==> src/rtl/pending_index_encoder.sv <==
// pending_index_encoder
//   Collects pending entries in a 32-bit register and presents one binary index
//   at a time on a valid/ready output, one accept per cycle.
//   Optional feature: define PENDING_INDEX_ROUND_ROBIN_EN to search from the
//   entry after the last accepted one instead of fixed lowest-index priority.
module pending_index_encoder (
    input  logic        clk,
    input  logic        reset,
    input  logic        set_en,
    input  logic [31:0] set_mask,
    input  logic        flush,
    output logic        out_valid,
    input  logic        out_ready,
    output logic [4:0]  out_index,
    output logic [5:0]  pending_cnt
);

    typedef enum logic {
        IDLE    = 1'b0,
        PRESENT = 1'b1
    } state_t;

    state_t      state_q, state_d;
    logic [31:0] p_q, p_d;
    logic [4:0]  idx_q, idx_d;
    logic [5:0]  cnt_q, cnt_d;

    logic        accept;
    logic [31:0] clear_mask;
    logic [31:0] set_bits;
    logic [31:0] p_upd;
    logic [4:0]  idle_start;
    logic [4:0]  next_start;

    // Lowest set bit of vec at or after start, wrapping 31->0.
    // The descending loop lets the smallest offset overwrite larger ones.
    function automatic logic [4:0] pick_index(input logic [31:0] vec, input logic [4:0] start);
        logic [4:0] sel;
        logic [4:0] k;
        sel = start;
        for (int i = 31; i >= 0; i--) begin
            k = start + 5'(i);
            if (vec[k]) sel = k;
        end
        return sel;
    endfunction

    // Number of ones in a 32-bit vector (0..32).
    function automatic logic [5:0] popcount(input logic [31:0] vec);
        logic [5:0] c;
        c = 6'd0;
        for (int i = 0; i < 32; i++) begin
            c = c + 6'(vec[i]);
        end
        return c;
    endfunction

`ifdef PENDING_INDEX_ROUND_ROBIN_EN
    logic [4:0] ptr_q, ptr_d;

    // Search origins: idle search resumes after the last accept, a back-to-back
    // search starts just after the entry being accepted now.
    always_comb begin
        idle_start = ptr_q;
        next_start = idx_q + 5'd1;
        ptr_d      = ptr_q;
        if (accept) ptr_d = idx_q + 5'd1;
    end

    // Rotation pointer; only moves on an accept.
    always_ff @(posedge clk) begin
        if (reset) ptr_q <= 5'd0;
        else       ptr_q <= ptr_d;
    end
`else
    // Fixed priority: every search starts at entry 0.
    always_comb begin
        idle_start = 5'd0;
        next_start = 5'd0;
    end
`endif

    // Pending-register update, selection and state transitions.
    always_comb begin
        accept     = (state_q == PRESENT) && out_ready;
        clear_mask = accept ? (32'd1 << idx_q) : 32'd0;
        set_bits   = set_en ? set_mask : 32'd0;
        // Set is ORed after the clear so a same-cycle set of the accepted bit wins.
        p_upd      = (p_q & ~clear_mask) | set_bits;

        p_d     = p_upd;
        state_d = state_q;
        idx_d   = idx_q;

        case (state_q)
            IDLE: begin
                if (p_q != 32'd0) begin
                    idx_d   = pick_index(p_q, idle_start);
                    state_d = PRESENT;
                end
            end
            PRESENT: begin
                if (accept) begin
                    if (p_upd != 32'd0) idx_d = pick_index(p_upd, next_start);
                    else                state_d = IDLE;
                end
            end
            default: state_d = IDLE;
        endcase

        if (flush) begin
            p_d     = 32'd0;
            state_d = IDLE;
        end

        cnt_d = popcount(p_d);
    end

    // State registers; reset overrides flush, sets and accepts.
    always_ff @(posedge clk) begin
        if (reset) begin
            state_q <= IDLE;
            p_q     <= 32'd0;
            idx_q   <= 5'd0;
            cnt_q   <= 6'd0;
        end else begin
            state_q <= state_d;
            p_q     <= p_d;
            idx_q   <= idx_d;
            cnt_q   <= cnt_d;
        end
    end

    assign out_valid   = (state_q == PRESENT);
    assign out_index   = idx_q;
    assign pending_cnt = cnt_q;

endmodule

==> config.mk <==
export PLATFORM = sky130hd
export DESIGN_NAME = pending_index_encoder
export DESIGN_NICKNAME = d
export VERILOG_FILES = /design/src/rtl/pending_index_encoder.sv
export SDC_FILE = /design/constraint.sdc
export NUM_CORES = 1
export LEC_CHECK = 0
export CAP_MARGIN = 15
export CORE_MARGIN = 3
export CORE_UTILIZATION = 56
export CTS_CLUSTER_DIAMETER = 30
export DETAILED_ROUTE_END_ITERATION = 12
export PLACE_DENSITY = 0.88
export SYNTH_ARGS = -nofsm -noshare
export SYNTH_HDL_FRONTEND = slang
export SYNTH_SLANG_ARGS = --single-unit
export TNS_END_PERCENT = 10
==> constraint.sdc <==
create_clock -name clk -period 7.96 [get_ports clk]
set_input_delay 1.592 -clock clk [delete_from_list [all_inputs] [get_ports clk]]
set_output_delay 1.592 -clock clk [all_outputs]
set_load 0.01 [all_outputs]
* After elaboration in Yosys (flattened, before gate mapping)
Cells that the tools add are included.
W data, S select, Z words.
** Word-level totals
- Bits of input ports :: 37
- Latch bits :: 0
- RAM bits :: 0
- Output and inout port bits :: 12
- Logic and storage cells :: 123
- ROM bits :: 0
- Register bits after elaboration :: 44
- Memories kept :: 0
** Operators by class
- Equal/unequal tests :: 3
- Multipliers :: 0
- Bitwise operators :: 4
- Multiplexer cells :: 75
- Shift-type cells :: 1
- Reduce and logical (&&, ||, !) cells :: 5
- Div/mod/pow operators :: 0
- Add/sub/neg operators :: 31
- $lt $le $gt $ge :: 0
** Operator list (count)
- $mux W5 :: 67
- $add A6 B1 Y6 :: 26
- $mux W32 :: 3
- $reduce_bool A32 Y1 :: 2
- $and A32 B32 Y32 :: 1
- $not A32 Y32 :: 1
- $or A32 B32 Y32 :: 1
- $shl A1 B5 Y32 const A :: 1
- $pmux W5 S2 :: 1
- $add A5 B1 Y6 :: 1
- $add A4 B1 Y5 :: 1
- $add A3 B1 Y4 :: 1
- $ne A2 B1 Y1 const B :: 2
- $add A2 B1 Y3 :: 1
- $mux W1 :: 3
- $reduce_and A3 Y1 :: 1
- $add A1 B1 Y2 :: 1
- $ne A2 B2 Y1 const B :: 1
- $pmux W1 S2 :: 1
- $reduce_or A2 Y1 :: 1
- $logic_and A1 B1 Y1 :: 1
- $not A1 Y1 :: 1

* Depth between registers and ports, before layout
- Word-level depth :: 40
- Mapped depth :: 24
- Gate-level depth less buffers :: 22

* Worst setup path after synthesis
No wires, ideal clock.
- Kind :: input -> register
- From :: input out_ready
- To :: register cnt_q[4] (netlist: pending_cnt[4])
- Setup time :: 0.128 ns
- Slack :: 1.154 ns
- Path buffers :: 1
- Stages :: 21
- Data arrival time :: 6.678 ns
- Required time :: 7.832 ns
- Cell sequence :: nand4b_1 -> clkbuf_1 -> a2111oi_0 -> or2_2 -> fa_1 -> fa_1 -> inv_1 -> fa_1 -> inv_1 -> fa_1 -> fa_1 -> fa_1 -> inv_1 -> ha_1 -> inv_1 -> fa_1 -> inv_1 -> a21o_1 -> a21oi_1 -> xor2_1 -> nor2_1
** On the way
- Cells in the longest elaborated chain, start to end :: 37
** RTL lines
- start: declaration :: line 13 : input logic out_ready,
- $logic_and A1 B1 Y1 * :: line 85 : accept = (state_q == PRESENT) && out_ready;
- $mux W32 * :: line 86 : clear_mask = accept ? (32'd1 << idx_q) : 32'd0;
- $not A32 Y32 * :: line 89 : p_upd = (p_q & ~clear_mask) | set_bits;
- $and A32 B32 Y32 * :: line 89
- $or A32 B32 Y32 * :: line 89
- $mux W32 * :: line 111 : if (flush) begin
- $add A1 B1 Y2 :: line 53 : c = c + 6'(vec[i]);
- $add A2 B1 Y3 :: line 53
- $add A3 B1 Y4 :: line 53
- $add A4 B1 Y5 :: line 53
- $add A5 B1 Y6 :: line 53
- $add A6 B1 Y6 (25 in series) :: line 53
- $add A6 B1 Y6 * :: line 53
- end signal: assignment :: line 130 : cnt_q <= cnt_d;
- end: declaration :: line 26 : logic [5:0] cnt_q, cnt_d;
Mark *: on every way between the ends. The rest lies on a longest branch, timed or not.
A chain may end at the register's enable or synchronous reset.

* Worst setup path in the final report
Same ends and word-level chain as after synthesis.

==> qor.csv <==
metric;value;unit
n_antenna_cell;0;
p_clk_share;17.0;%
vias_per_cell;6.42;
p_leak;1.72;nW
seqPwrFrac;30.6;%
crit_type;input port to register;
syn-num-nets;541;
register_area;881;µm²
ctsHoldBuffers;0;
synth_edf_count;0;
fin_area;0.00433;mm²
final_common_cell;nor2_1;
ys_types;60;
critPathCaptureType;register;
root_buffer;clkbuf_8;
min_path_type;register to register;
yosys_most_used_dff;dfxtp_1;
fin_nets;583;
grt_use_total;32.3;%
finClkSkew;7.03;ps
netlist_instances;473;
avgSynthCellArea;7.80;µm²
drt-initial-drc-count;530;
drive_above_1_share;5.62;%
tightest_slew;683;ps
yosysTopAreaCell;dfxtp_1;
avgRoutedWirePerCell;19.8;µm
switchingPower;0.345;mW
clock_sinks;44;
finalCriticalPeriod;7370;ps
die-width;87.2;µm
clkTransAtPathRegs;80;ps
layout_worst_path_cycle_share;92.6;%
cts-buffers-inserted;5;
synth_top_cells_by_area;dfxtp_1 (24%), fa_1 (13%), nor2_1 (7.2%);
syn_area;0.00369;mm²
drc;0;
grt_max_degree;34;
post-cts-setup-buffers;0;
final_hold_viol_count;0;
grt_first_pass_wirelength;18700;µm
power.share.combinational;52.4;%
yosysSeqAreaShare;23.9;%
clkLatencyLatePin;300;ps
clock_path_buffers;2;
cp-start-kind;input port;
coreArea;0.00613;mm²
drv_slew;0;
multi_input_area;0.00261;mm²
htreeDepth;2;
worst_slew_margin_rel;54.0;%
fillerInstances;516;
rsz0062_at_grt;false;
async_reset_ff_share;0;%
cts_tree;built;
setup-violations-final;0;
yosysWarningCount;0;
arrival;7530;ps
overflow;0;
die-area;0.00760;mm²
drt_pass1_iterations;5;
rows;28;
hpwl;9260;µm
dpl_cell_area;0.00424;mm²
fp.dieH;87.2;µm
drt-total-wl;11700;µm
outcome;finished, final reports clean;
p_per_area;199;mW/mm²
tns;0;ps
boundaryPins;49;
max_freq;136;MHz
area_growth;17.4;%
internal_power;0.515;mW
drtAntennaViolNets;0;
worstPathRequired;8130;ps
synth_seq_cells;44;
post_cts_resized;0;
antenna_found_initial;0;
grt_pass1_vias;3608;
swShare;40.1;%
synth_top_area_share;23.9;%
drv_cap;0;
io_buffers;48;
irDropWorstVdd;0.337;mV
initial_core_util;60.2;%
final_cell_mix;nor2_1 (71), clkdlybuf4s50_1 (48), dfxtp_1 (44), nand2_1 (34), inv_1 (32);
cp_max_fo;7;
globalplace.congestion;0.996;
vias;3797;
-- cells in the mapped netlist (4+ instances only) --
cell / instances
nor2_1: 71
dfxtp_1: 44
nand2_1: 34
inv_1: 32
a21oi_1: 30
o21ai_0: 29
fa_1: 24
clkbuf_1: 18
and2_1: 17
nor3_1: 11
o21a_1: 11
nand3_1: 9
nand2b_1: 8
nand4_1: 8
or2_2: 8
ha_1: 7
o31ai_1: 7
a311oi_1: 6
a21o_1: 5
nor4_1: 5
o211ai_1: 5
a211oi_1: 4
a22o_1: 4
a22oi_1: 4
a31oi_1: 4
nand3b_1: 4
nor4b_1: 4
or4_1: 4
-- state kept, by name (all words and copies together) (netlist names) --
signal,count
out_valid,1
pending_cnt,6
out_index,5
p_q,32
-- per-layer routing --
metal  track usage [%]  part of all wire [%]  wire (µm)  up-vias
li1                  -                     -          -     1778
met1              44.8                    42       4890     1802
met2              50.7                    46       5430      191
met3              6.05                   8.8       1030       26
met4              10.7                   3.0        345        0
met5                 0                     0          0        -
-- path summary, 6_finish.rpt --
| kind | start | endpoint | slack (ps) | cells past startpoint |
|---|---|---|---|---|
| setup / recovery | out_ready | pending_cnt[4] | 590 | 21 |
| hold / removal | p_q[6] | p_q[6] | 590 | 2 |
| setup reg to reg | out_index[0] | pending_cnt[4] | 1720 | 22 |
| hold reg to reg | p_q[6] | p_q[6] | 590 | 2 |
-- stage by stage --
stage / util, % / setup WS [ps] / cells / total power, mW / hold slack [ps]
4_1_cts: 70.7 / 685 / 591 / 0.864 / 585
6_report: 70.7 / 593 / 591 / 0.860 / 592
2_1_floorplan: - / 1150 / 473 / 0.568 / 535
3_3_place_gp: 69.2 / 561 / 583 / 0.687 / 567
3_5_place_dp: 69.2 / 348 / 583 / 0.718 / 570
5_1_grt: 70.7 / 356 / 591 / 0.929 / 650
-- power by group through the flow --
stage / logic [mW] / clock network, mW / registers (mW)
3_3_place_gp: 0.421 / 0 / 0.266
3_5_place_dp: 0.450 / 0 / 0.267
6_report: 0.451 / 0.146 / 0.263
2_1_floorplan: 0.306 / 0 / 0.262
4_1_cts: 0.455 / 0.148 / 0.262
5_1_grt: 0.504 / 0.158 / 0.266
-- worst max-delay path: stages --
cell and delay [ps]:
clkdlybuf4s50_1 550, nand4_1 340, o21ai_0 610, a21o_1 220, fa_1 460, fa_1 520, inv_1 50, fa_1 480
inv_1 50, fa_1 530, fa_1 430, fa_1 460, inv_1 80, ha_1 170, inv_1 60, fa_1 450
inv_1 80, a21o_1 120, a21oi_1 70, xor2_1 140, nor2_1 60
-- final cells by class --
class / instances / area share (%)
sequential: 44 / 20.3
multi-input combinational: 376 / 60.2
timing repair buffer: 56 / 12.5
clock buffer: 8 / 2.08
tap: 75 / 2.17
inverter: 32 / 2.77
-- cells by family after synthesis --
family                   count (synthesis)  share of synthesized area [%]
AO/OA/AOI/OAI                          133                           23.8
XOR/XNOR                                 3                          0.712
adder cells (fa/ha/maj)                 31                           15.4
buffers and inverters                   53                           5.49
flip-flops                              44                           23.9
AND/OR/NAND/NOR                        209                           30.7
No activity file was read; power rests on OpenSTA's default activity.
